File: config.mk
export PLATFORM = sky130hd
export DESIGN_NAME = fetch_seq
export DESIGN_NICKNAME = d
export VERILOG_FILES = /design/src/rtl/fetch_seq_pkg.sv /design/src/rtl/fetch_buf.sv /design/src/rtl/fetch_seq.sv
export SDC_FILE = /design/constraint.sdc
export NUM_CORES = 1
export LEC_CHECK = 0
export BUFFER_PORTS_ARGS = -buffer_cell sky130_fd_sc_hd__buf_2
export CAP_MARGIN = 20
export CORE_ASPECT_RATIO = 1.25
export CORE_MARGIN = 2
export CORE_UTILIZATION = 43
export CTS_CLUSTER_SIZE = 8
export DETAILED_ROUTE_END_ITERATION = 7
export PLACE_DENSITY = 0.68
export SYNTH_ARGS = -nofsm -noshare
export SYNTH_HDL_FRONTEND = slang
export SYNTH_SLANG_ARGS = --single-unit
File: constraint.sdc
create_clock -name clock -period 2.35 [get_ports clock]
set_input_delay 0.235 -clock clock [delete_from_list [all_inputs] [get_ports clock]]
set_output_delay 0.235 -clock clock [all_outputs]
set_load 0.005 [all_outputs]
File: src/rtl/fetch_seq_pkg.sv
// Shared definitions for the instruction fetch sequencer: word width,
// FSM encoding and the PC incrementer.
package fetch_seq_pkg;

  localparam int WORD = 16;

  typedef enum logic [1:0] {
    IDLE = 2'd0,
    REQ  = 2'd1,
    WAIT = 2'd2
  } state_t;

  // 16-bit incrementer; wraps FFFF -> 0000 with no carry out
  function automatic logic [WORD-1:0] inc16(input logic [WORD-1:0] a);
    return a + 16'd1;
  endfunction

endpackage

File: src/rtl/fetch_buf.sv
// One-entry valid/ready output register. Flush wins over load so a
// redirect never lets a stale instruction through to decode.
module fetch_buf
  import fetch_seq_pkg::*;
(
  input  logic            clock,
  input  logic            reset,
  input  logic            flush,
  input  logic            load,
  input  logic [WORD-1:0] load_data,
  input  logic [WORD-1:0] load_pc,
  input  logic            ready,
  output logic [WORD-1:0] data,
  output logic [WORD-1:0] pc,
  output logic            valid
);

  always_ff @(posedge clock) begin
    if (!reset) begin
      data  <= '0;
      pc    <= '0;
      valid <= 1'b0;
    end else if (flush) begin
      valid <= 1'b0;
    end else if (load) begin
      data  <= load_data;
      pc    <= load_pc;
      valid <= 1'b1;
    end else if (valid && ready) begin
      valid <= 1'b0;
    end
  end

endmodule

File: src/rtl/fetch_seq.sv
// Instruction fetch sequencer: owns the PC, reads ROM over req/ack and
// hands instructions to decode through fetch_buf.
//
//   state | meaning
//   IDLE  | PC just loaded (reset or jump); request goes out next cycle
//   REQ   | rom_req high for rom_addr=pc, waiting for rom_ack
//   WAIT  | word held locally, output buffer full; rom_req low
module fetch_seq
  import fetch_seq_pkg::*;
#(
  parameter logic [15:0] RESET_ADDR = 16'h0000,
  parameter int          WIDTH      = 16
) (
  input  logic             clock,
  input  logic             reset,
  output logic [WIDTH-1:0] rom_addr,
  output logic             rom_req,
  input  logic             rom_ack,
  input  logic [WIDTH-1:0] rom_data,
  input  logic             jmp,
  input  logic [WIDTH-1:0] jmp_addr,
  output logic [WIDTH-1:0] instr,
  output logic [WIDTH-1:0] instr_pc,
  output logic             instr_valid,
  input  logic             instr_ready
);

  state_t           state, state_n;
  logic [WIDTH-1:0] pc, pc_n;
  logic [WIDTH-1:0] hold, hold_n;
  logic             load;
  logic [WIDTH-1:0] load_data;
  logic             free;

  assign free = !instr_valid || instr_ready;

  // rom_req is registered as (state == REQ), so gating on state also
  // ignores any ack that arrives while no request is out.
  always_comb begin
    state_n   = state;
    pc_n      = pc;
    hold_n    = hold;
    load      = 1'b0;
    load_data = rom_data;
    if (jmp) begin
      state_n = IDLE;
      pc_n    = jmp_addr;
      hold_n  = '0;
    end else begin
      case (state)
        IDLE: state_n = REQ;
        REQ: begin
          if (rom_ack) begin
            if (free) begin
              load = 1'b1;
              pc_n = inc16(pc);
            end else begin
              hold_n  = rom_data;
              state_n = WAIT;
            end
          end
        end
        WAIT: begin
          if (free) begin
            load      = 1'b1;
            load_data = hold;
            pc_n      = inc16(pc);
            state_n   = REQ;
          end
        end
        default: state_n = IDLE;
      endcase
    end
  end

  always_ff @(posedge clock) begin
    if (!reset) begin
      state    <= IDLE;
      pc       <= RESET_ADDR;
      hold     <= '0;
      rom_req  <= 1'b0;
      rom_addr <= RESET_ADDR;
    end else begin
      state    <= state_n;
      pc       <= pc_n;
      hold     <= hold_n;
      rom_req  <= (state_n == REQ);
      rom_addr <= pc_n;
    end
  end

  fetch_buf u_buf (
    .clock     (clock),
    .reset     (reset),
    .flush     (jmp),
    .load      (load),
    .load_data (load_data),
    .load_pc   (pc),
    .ready     (instr_ready),
    .data      (instr),
    .pc        (instr_pc),
    .valid     (instr_valid)
  );

endmodule

==> Yosys cells after proc, flatten, opt, wreduce, memory -nomap -nowiden <==
Index checks and enable logic that the tools add are counted.
{ "word_totals": {"wordCells": 41, "ff_bits": 68, "output_inout_bits": 50} }
{ "op_classes": {"n_addsub": 1, "n_eq_ne": 4, "mux": 17, "n_reduce_logical": 10, "bitwise": 2} }
{ "op_table": {"columns": ["operator", "n"], "rows": [
  ["$mux 16", 5],
  ["$pmux 16 s2", 1],
  ["$add 16x1->16 const B", 1],
  ["$mux 2", 4],
  ["$pmux 2 s3", 1],
  ["$reduce_and 2->1", 3],
  ["$mux 1", 5],
  ["$eq 2x1->1 const B", 2],
  ["$ne 3x3->1 const B", 1],
  ["$reduce_bool 3->1", 1],
  ["$eq 2x2->1 const B", 1],
  ["$logic_not 2->1", 1],
  ["$not 1->1", 2],
  ["$pmux 1 s2", 1],
  ["$reduce_bool 2->1", 1],
  ["$reduce_or 2->1", 1],
  ["$logic_and 1x1->1", 1],
  ["$logic_not 1->1", 1],
  ["$logic_or 1x1->1", 1]
]} }

==> Longest topological paths before layout <==
Gate-level depths: netlist of the first run.
{ "logic_depth": {"word_depth": 7, "depth_mapped": 8, "ltp_nobuf": 6} }

==> Modules after synthesis <==
From an unflattened synthesis of the first run, not the netlist that was laid out.
{ "hier_totals": {"cells_unflattened": 383, "area_unflattened_um2": 3331.9} }
{ "by_module_without_submodules": {"columns": ["module", "instances", "area_each_um2", "cells_per_inst"], "rows": [
  ["fetch_seq", 1, 1969.4, 239],
  ["fetch_buf", 1, 1362.6, 144]
]} }

==> Worst setup path before layout of the first run <==
Ideal clock, no wire load.
{ "synth_path": {"path_type": "register to register", "start": "reg state[1]", "end": "reg u_buf.pc[1]", "setup_ns": 0.132, "setup_slack_ns": 0.574, "arrival_ns": 1.644, "path_stages_with_launch": 9, "t_required_ns": 2.218, "path_buffers": 2, "cell_sequence": "dfxtp_1 inv_1 ha_1 a21oi_1 or4b_1 buf_2 buf_2 nand2_1 a21oi_1"} }
{ "synth_via": {"elab_chain_len": 4} }
{ "synth_lines": {"columns": ["element", "line", "rtl"], "rows": [
  ["start, declared", "fetch_seq.sv:28", "state_t state, state_n;"],
  ["start signal, assigned", "fetch_seq.sv:84", "state <= state_n;"],
  ["$eq 2x2->1 / $eq 2x1->1 (equally long branches)", "fetch_seq.sv:50", "case (state)"],
  ["$pmux 1 s2 *", "fetch_seq.sv:50", null],
  ["$mux 1 *", "fetch_seq.sv:45", "if (jmp) begin"],
  ["$reduce_and 2->1 (no source line) *", null, null],
  ["end signal, assigned", "fetch_buf.sv:27", "pc <= load_pc;"],
  ["end, declared", "fetch_buf.sv:14", "output logic [WORD-1:0] pc,"]
]} }
Every way passes the cells marked *; elsewhere a longest branch is shown, timed or not.
A chain may end at the register's enable or synchronous reset.

==> Worst setup path in the final report of the first run <==
{ "layout_path": {"start": "reg state[1]", "end": "reg u_buf.pc[0]"} }
The elaborated chain is that of the path after synthesis.

==> insert_results.sql, run 1 <==
INSERT INTO impl_metrics (metric_group, metric, value, unit) VALUES
('run_status', 'outcome', 'complete, no violations', ''),
('clocking', 'cts.reportedPaths.clkPinSlew', '0.07', 'ns'),
('timing', 'finalWorstPathRequiredPeriod', '2.11', 'ns'),
('route', 'route.detailed.drc', '0', ''),
('global_route', 'gr-total-overflow', '0', ''),
('synth', 'mappedNetlistNets', '408', ''),
('floorplanning', 'initial_core_utilization', '44.9', '%'),
('final_layout', 'most_frequent_cells_in_the_layout', 'sky130_fd_sc_hd__nand2_1, sky130_fd_sc_hd__buf_2, sky130_fd_sc_hd__dfxtp_1', ''),
('clocking', 'depth_of_the_cts_h_tree', '3', ''),
('floorplanning', 'fp-row-count', '33', ''),
('worst_setup_path', 'critical_path.endpoint', 'u_buf.pc[0]', ''),
('synth', 'netlist.top_cell.by_area', 'sky130_fd_sc_hd__dfxtp_1', ''),
('synth', 'xor_and_xnor_fraction_of_the_mapped_netlist_area', '1.77', '%'),
('placement', 'place.detailed.instances', '522', ''),
('global_route', 'grt.total_usage', '21.1', '%'),
('synth', 'yosysWarnings', '0', ''),
('worst_hold_path', 'hold_path.class', 'in2reg', ''),
('synth', 'yosys-top-cells-area', 'sky130_fd_sc_hd__dfxtp_1, sky130_fd_sc_hd__nand2_1, sky130_fd_sc_hd__a21oi_1', ''),
('clocking', 'cts_max_path_buffers', '2', ''),
('synth', 'synth_simple_gate_area_share', '25.7', '%'),
('route', 'detailedRoute.firstPassIterationCount', '4', ''),
('worst_setup_path', 'timing.critical_path.from_type', 'flip-flop', ''),
('clocking', 'cts_inserted_buffers', '9', ''),
('worst_setup_path', 'worst-setup-path-type', 'reg2reg', ''),
('job', 'cap_violations', '0', ''),
('timing', 'worst_slew_margin_rel', '56.6', '%'),
('global_route', 'number_of_antenna_violations_at_the_first_check_in_global_routing', '0', ''),
('route', 'number_of_vias_after_detailed_routing', '2905', ''),
('worst_setup_path', 'cp_max_fo', '17', ''),
('floorplanning', 'core_region_area', '6610', 'sq um'),
('floorplanning', 'dieWidth', '78.3', 'um'),
('synth', 'synth.ff_latch_count', '68', ''),
('worst_setup_path', 'regToRegSetupSlack', '0.24', 'ns'),
('placement', 'dp.final_hpwl', '5160', 'um'),
('worst_setup_path', 'worstRegToRegCells', '6', ''),
('worst_setup_path', 'crit-reg2reg-launch', 'state[1]', ''),
('global_route', 'pin_count_of_the_biggest_net_entering_global_routing', '36', ''),
('worst_setup_path', 'cp.required', '2.57', 'ns'),
('synth', 'avgSynthCellArea', '8.10', 'sq um'),
('route', 'drtAntennaViolNets', '0', ''),
('synth', 'synthArstFlopShare', '0', '%'),
('route', 'dr.first_iter.drc_count', '115', ''),
('synth', 'post_synth_instance_area', '2960', 'sq um'),
('synth', 'muxShareOfSynthArea', '0.844', '%'),
('worst_setup_path', 'critPathLaunch', 'state[1]', ''),
('synth', 'synth_compound_area_share', '19.5', '%'),
('timing', 'tns', '0', 'ns'),
('power', 'total_power', '2.21', 'mW'),
('worst_setup_path', 'cp-end-kind', 'flip-flop', ''),
('floorplanning', 'top_level_ports', '87', ''),
('synth', 'fraction_of_the_mapped_netlist_area_in_adder_cells', '2.11', '%'),
('final_layout', 'insertedDiodeCount', '0', ''),
('worst_setup_path', 'critPathArrivalTime', '2.33', 'ns'),
('synth', 'synth.yosys.seq_area_share', '45.9', '%'),
('timing', 'final_min_period_over_clock_period', '89.6', '%'),
('clocking', 'postCtsResizedCells', '0', ''),
('global_route', 'grt_first_pass_wirelength', '13000', 'um'),
('synth', 'number_of_unique_standard_cell_types_used_by_synthesis', '41', ''),
('global_route', 'vias_in_the_first_global_route', '2790', ''),
('floorplanning', 'chipHeight', '96.8', 'um'),
('timing', 'slew_viol_final', '0', ''),
('synth', 'top_cell_type_s_share_of_synthesized_area', '45.9', '%'),
('final_layout', 'final-instance-count-excl-fill', '538', ''),
('timing', 'rsz0062_at_grt', 'false', ''),
('floorplanning', 'fp.dieArea', '7580', 'sq um'),
('placement', 'routability_congestion', '0.741', ''),
('synth', 'ys_dominant_reg_cell', 'sky130_fd_sc_hd__dfxtp_1', ''),
('final_layout', 'area_of_all_placed_cells_without_fillers', '3640', 'sq um'),
('clocking', 'cts.sink_count', '68', ''),
('timing', 'worst_hold_slack', '0.136', 'ns'),
('final_layout', 'layout.nets', '488', '');
==> cell usage after synthesis (2+ instances only) <==
master and n:
sky130_fd_sc_hd__and2_1 4, sky130_fd_sc_hd__a31oi_1 8, sky130_fd_sc_hd__or4_1 6, sky130_fd_sc_hd__clkinv_1 2
sky130_fd_sc_hd__inv_1 3, sky130_fd_sc_hd__nand4_1 5, sky130_fd_sc_hd__dfxtp_1 68, sky130_fd_sc_hd__buf_2 7
sky130_fd_sc_hd__o21ai_0 14, sky130_fd_sc_hd__and4_1 2, sky130_fd_sc_hd__a21oi_1 41, sky130_fd_sc_hd__and3_1 5
sky130_fd_sc_hd__o31ai_1 6, sky130_fd_sc_hd__xnor2_1 2, sky130_fd_sc_hd__a311oi_1 17, sky130_fd_sc_hd__xor2_1 4
sky130_fd_sc_hd__nand2b_1 3, sky130_fd_sc_hd__or3_1 2, sky130_fd_sc_hd__nand2_1 86, sky130_fd_sc_hd__clkbuf_1 18
sky130_fd_sc_hd__ha_1 5, sky130_fd_sc_hd__nor2_1 20, sky130_fd_sc_hd__nand3_1 20
==> report_power, final <==
part           switching (mW)  total, mW  internal [mW]  leakage (nW)
sequential             0.0331       1.21           1.18         0.552
combinational          0.0871      0.163         0.0755         0.798
clock                   0.422      0.833          0.410        0.0844
total                   0.542       2.21           1.66          1.43
==> layout make-up <==
class / count / area (sq um)
Clock buffer: 14 / 153
Clock inverter: 2 / 10.0
Fill cell: 674 / 2970
Inverter: 5 / 18.8
Multi-Input combinational cell: 267 / 1490
Sequential cell: 68 / 1360
Tap cell: 87 / 109
Timing Repair Buffer: 95 / 498
==> routing by layer <==
layer | vias up | wire [um] | global-route usage [%]
met5 | - | 0 | 0
met3 | 9 | 543 | 5.04
met2 | 98 | 3680 | 34.9
li1 | 1459 | - | -
met1 | 1339 | 3360 | 26.7
met4 | 0 | 72 | 7.42
==> cell families (layout without fill, tap and decap cells) <==
logic type,count (synthesis),count (layout)
compound gates,93,93
xor+xnor,6,6
fa+ha+maj,5,5
buf+inv,31,116
flops,68,68
mux,2,2
simple gates,161,161
==> stage by stage <==
stage / util, % / setup WS [ns]
floorplan: - / 0.574
detailed placement: 52.6 / 0.253
CTS: 55.0 / 0.248
global placement: 52.6 / 0.340
global route: 55.0 / 0.0984
finish: 55.0 / 0.244
==> worst max-delay path: stages (launching register included) <==
cell                      delay, ns
sky130_fd_sc_hd__dfxtp_1       0.36
sky130_fd_sc_hd__inv_1         0.10
sky130_fd_sc_hd__ha_1          0.30
sky130_fd_sc_hd__a21oi_1       0.16
sky130_fd_sc_hd__or4b_1        0.82
sky130_fd_sc_hd__nand2_1       0.18
sky130_fd_sc_hd__a21oi_1       0.07
==> worst min path at each step <==
| stage | from | end | slack [ns] | cells after the start |
|---|---|---|---|---|
| after floorplan | rom_data[0] | hold[0] | 0.37 | 2 |
| after global placement | u_buf.pc[7] | u_buf.pc[7] | 0.44 | 2 |
| after detailed placement | u_buf.pc[8] | u_buf.pc[8] | 0.45 | 2 |
| after CTS | rom_data[5] | hold[5] | 0.12 | 3 |
| after global routing | rom_data[5] | hold[5] | 0.12 | 3 |
| final | rom_data[5] | hold[5] | 0.14 | 3 |
==> state kept, by name, indices dropped and copies added (netlist names) <==
register     count
u_buf.data      16
u_buf.pc        16
pc              16
state            2
rom_req          1
hold            16
u_buf.valid      1
Note: power is estimated with default switching activity, not from simulation.
==> run 2: changes to the inputs <==
--- a/config.mk
+++ b/config.mk
@@ -9,10 +9,10 @@
 export CAP_MARGIN = 20
 export CORE_ASPECT_RATIO = 1.25
 export CORE_MARGIN = 2
-export CORE_UTILIZATION = 43
+export CORE_UTILIZATION = 51
 export CTS_CLUSTER_SIZE = 8
 export DETAILED_ROUTE_END_ITERATION = 7
-export PLACE_DENSITY = 0.68
+export PLACE_DENSITY = 0.79
 export SYNTH_ARGS = -nofsm -noshare
 export SYNTH_HDL_FRONTEND = slang
 export SYNTH_SLANG_ARGS = --single-unit
==> run 2 against run 1 <==
Power increased by 4.8%. Setup slack improved by 0.014 ns. Sequential power about the same. Final cell count decreased by 3.7%. First-iteration DRC count increased by 59%. Clock skew increased by 0.0031 ns. Critical path type unchanged. Critical endpoint is now u_buf.pc[5].
==> insert_results.sql, run 2 (synthesized netlist as in run 1, its figures left out) <==
INSERT INTO impl_metrics (metric_group, metric, value, unit) VALUES
('run_status', 'outcome', 'complete, no violations', ''),
('final_layout', 'area_of_all_placed_cells_without_fillers', '3660', 'sq um'),
('worst_setup_path', 'timing.critical_path.from_type', 'flip-flop', ''),
('floorplanning', 'top_level_ports', '87', ''),
('timing', 'max_slew.worst_pin.slew', '0.652', 'ns'),
('placement', 'io_buffers', '86', ''),
('power', 'internal_power', '1.77', 'mW'),
('clocking', 'root_buffer', 'sky130_fd_sc_hd__clkbuf_8', ''),
('power', 'power_switching', '0.540', 'mW'),
('global_route', 'vias_in_the_first_global_route', '2736', ''),
('placement', 'place.detailed.instances', '502', ''),
('timing', 'finalWorstPathRequiredPeriod', '2.09', 'ns'),
('global_route', 'grt_first_pass_wirelength', '12200', 'um'),
('clocking', 'cts_inserted_buffers', '9', ''),
('floorplanning', 'core_region_area', '5700', 'sq um'),
('global_route', 'gr-total-overflow', '0', ''),
('final_layout', 'insertedDiodeCount', '0', ''),
('worst_setup_path', 'worstPathCellList', 'inv_1 -> ha_1 -> a21oi_1 -> or4b_1 -> nand2_1 -> a21oi_1', ''),
('timing', 'rsz0062_at_grt', 'false', ''),
('timing', 'finalHoldViolations', '0', ''),
('clocking', 'cts_post_setup_buffers_inserted', '0', ''),
('worst_setup_path', 'critPathLaunch', 'state[1]', ''),
('timing', 'slew_viol_final', '0', ''),
('job', 'cap_violations', '0', ''),
('clocking', 'postCtsResizedCells', '0', ''),
('global_route', 'grt.total_usage', '24.2', '%'),
('clocking', 'depth_of_the_cts_h_tree', '3', ''),
('power', 'netSwitchingFraction', '23.3', '%'),
('worst_setup_path', 'worst-setup-path-type', 'reg2reg', ''),
('timing', 'worst_slack', '0.258', 'ns'),
('final_layout', 'layout.nets', '489', ''),
('power', 'p_per_area', '632', 'nW/um^2'),
('worst_setup_path', 'cp.required', '2.56', 'ns'),
('route', 'number_of_vias_after_detailed_routing', '2947', ''),
('worst_setup_path', 'cpPeakStageDelay', '0.82', 'ns'),
('worst_hold_path', 'hold_path.class', 'in2reg', ''),
('clocking', 'cts.reportedPaths.clkPinSlew', '0.07', 'ns'),
('clocking', 'tritoncts_clock_tree', 'done', ''),
('global_route', 'pin_count_of_the_biggest_net_entering_global_routing', '39', ''),
('placement', 'routability_congestion', '0.822', ''),
('worst_hold_path', 'hold_path_startpoint', 'rom_data[1]', ''),
('global_route', 'number_of_antenna_violations_at_the_first_check_in_global_routing', '0', ''),
('timing', 'max_freq', '478', 'MHz'),
('timing', 'finalSetupViolCount', '0', ''),
('power', 'maximum_vdd_drop', '0.419', 'mV'),
('final_layout', 'final-instance-count-excl-fill', '518', ''),
('power', 'clockPowerShare', '40.5', '%'),
('route', 'wire_per_inst', '14.5', 'um'),
('final_layout', 'area_growth_from_synthesis_to_layout', '23.5', '%'),
('timing', 'fin_worst_skew', '0.00870', 'ns'),
('final_layout', 'drive_gt1_share', '25.2', '%'),
('worst_setup_path', 'critPathArrivalTime', '2.31', 'ns'),
('route', 'post_drt_via_cell_ratio', '5.69', ''),
('power', 'static-leakage-power', '1.46', 'nW'),
('floorplanning', 'fp.dieArea', '6440', 'sq um'),
('route', 'wl', '7490', 'um'),
('floorplanning', 'fp-row-count', '31', ''),
('clocking', 'ctsHoldBuffers', '0', ''),
('power', 'combinationalPowerShare', '7.1', '%'),
('route', 'route.detailed.drc', '0', ''),
('route', 'drtAntennaViolNets', '0', ''),
('final_layout', 'most_frequent_cells_in_the_layout', 'sky130_fd_sc_hd__nand2_1, sky130_fd_sc_hd__buf_2, sky130_fd_sc_hd__dfxtp_1', ''),
('floorplanning', 'initial_core_utilization', '52.0', '%'),
('floorplanning', 'dieWidth', '72.2', 'um'),
('timing', 'worst_slew_margin_rel', '56.5', '%'),
('power', 'power.sequential.fraction', '52.4', '%'),
('placement', 'pre_cts_slack', '0.298', 'ns'),
('timing', 'tns', '0', 'ns'),
('worst_setup_path', 'cp-end-kind', 'flip-flop', ''),
('clocking', 'clk_latency', '0.34', 'ns'),
('worst_setup_path', 'critical-path-top-cell-by-count', 'sky130_fd_sc_hd__a21oi_1', ''),
('worst_setup_path', 'crit-reg2reg-launch', 'state[1]', ''),
('worst_setup_path', 'cp_max_fo', '17', ''),
('route', 'dr.first_iter.drc_count', '183', ''),
('placement', 'dp.final_hpwl', '5180', 'um'),
('timing', 'final_min_period_over_clock_period', '89.0', '%'),
('floorplanning', 'chipHeight', '89.2', 'um'),
('placement', 'placement.cell_area', '3470', 'sq um'),
('clocking', 'cts.sink_count', '68', ''),
('route', 'detailedRoute.firstPassIterationCount', '4', ''),
('clocking', 'cts_max_path_buffers', '2', ''),
('worst_setup_path', 'max_stage_delay_cell_worst_path', 'sky130_fd_sc_hd__or4b_1', '');
## run 2: cell types whose count changed in the layout (fill, tap and decap cells not counted)
cell / before / now
sky130_fd_sc_hd__buf_12: 0 / 1
sky130_fd_sc_hd__bufinv_16: 0 / 1
sky130_fd_sc_hd__clkbuf_1: 4 / 2
sky130_fd_sc_hd__clkinv_4: 0 / 1
## run 2: final timing paths
path | cells past startpoint | endpoint | slack [ns]
max | 6 | u_buf.pc[5] | 0.26
min | 3 | hold[1] | 0.13
max reg2reg | 6 | u_buf.pc[5] | 0.26
min reg2reg | 2 | u_buf.pc[8] | 0.45
## run 2: power groups by stage
stage,logic (mW),registers [mW],clock network (mW)
final,0.164,1.21,0.936
after global placement,0.161,1.24,0
after floorplan,0.0812,1.23,0
after CTS,0.165,1.21,0.949
after detailed placement,0.165,1.24,0
after global routing,0.187,1.21,1.00
## run 2: area by class of cell
| class | instances | area, sq um |
|---|---|---|
| Clock buffer | 12 | 145 |
| Clock inverter | 4 | 48.8 |
| Fill cell | 512 | 2040 |
| Inverter | 5 | 18.8 |
| Multi-Input combinational cell | 267 | 1490 |
| Sequential cell | 68 | 1360 |
| Tap cell | 66 | 82.6 |
| Timing Repair Buffer | 96 | 518 |
## run 2: stage by stage
stage / utilization, % / power, mW / hold slack, ns
final: 64.2 / 2.31 / 0.134
after floorplan: - / 1.31 / 0.371
after CTS: 64.2 / 2.33 / 0.126
after global routing: 64.2 / 2.40 / 0.126
after global placement: 60.8 / 1.40 / 0.439
after detailed placement: 60.8 / 1.40 / 0.443
## run 2: critical path, delay by kind of cell (launching register included)
kind	cells	cell delay, ns
compound gates	2	0.23
simple gates	2	0.99
flops	1	0.35
buf+inv	1	0.10
fa+ha+maj	1	0.29
## run 2: routing by layer
metal	wire length, um	track usage, %	vias up
met2	3750	39.7	116
met1	3080	29.4	1359
li1	-	-	1462
met4	91	11.8	0
met3	566	6.43	10
met5	0	0	-
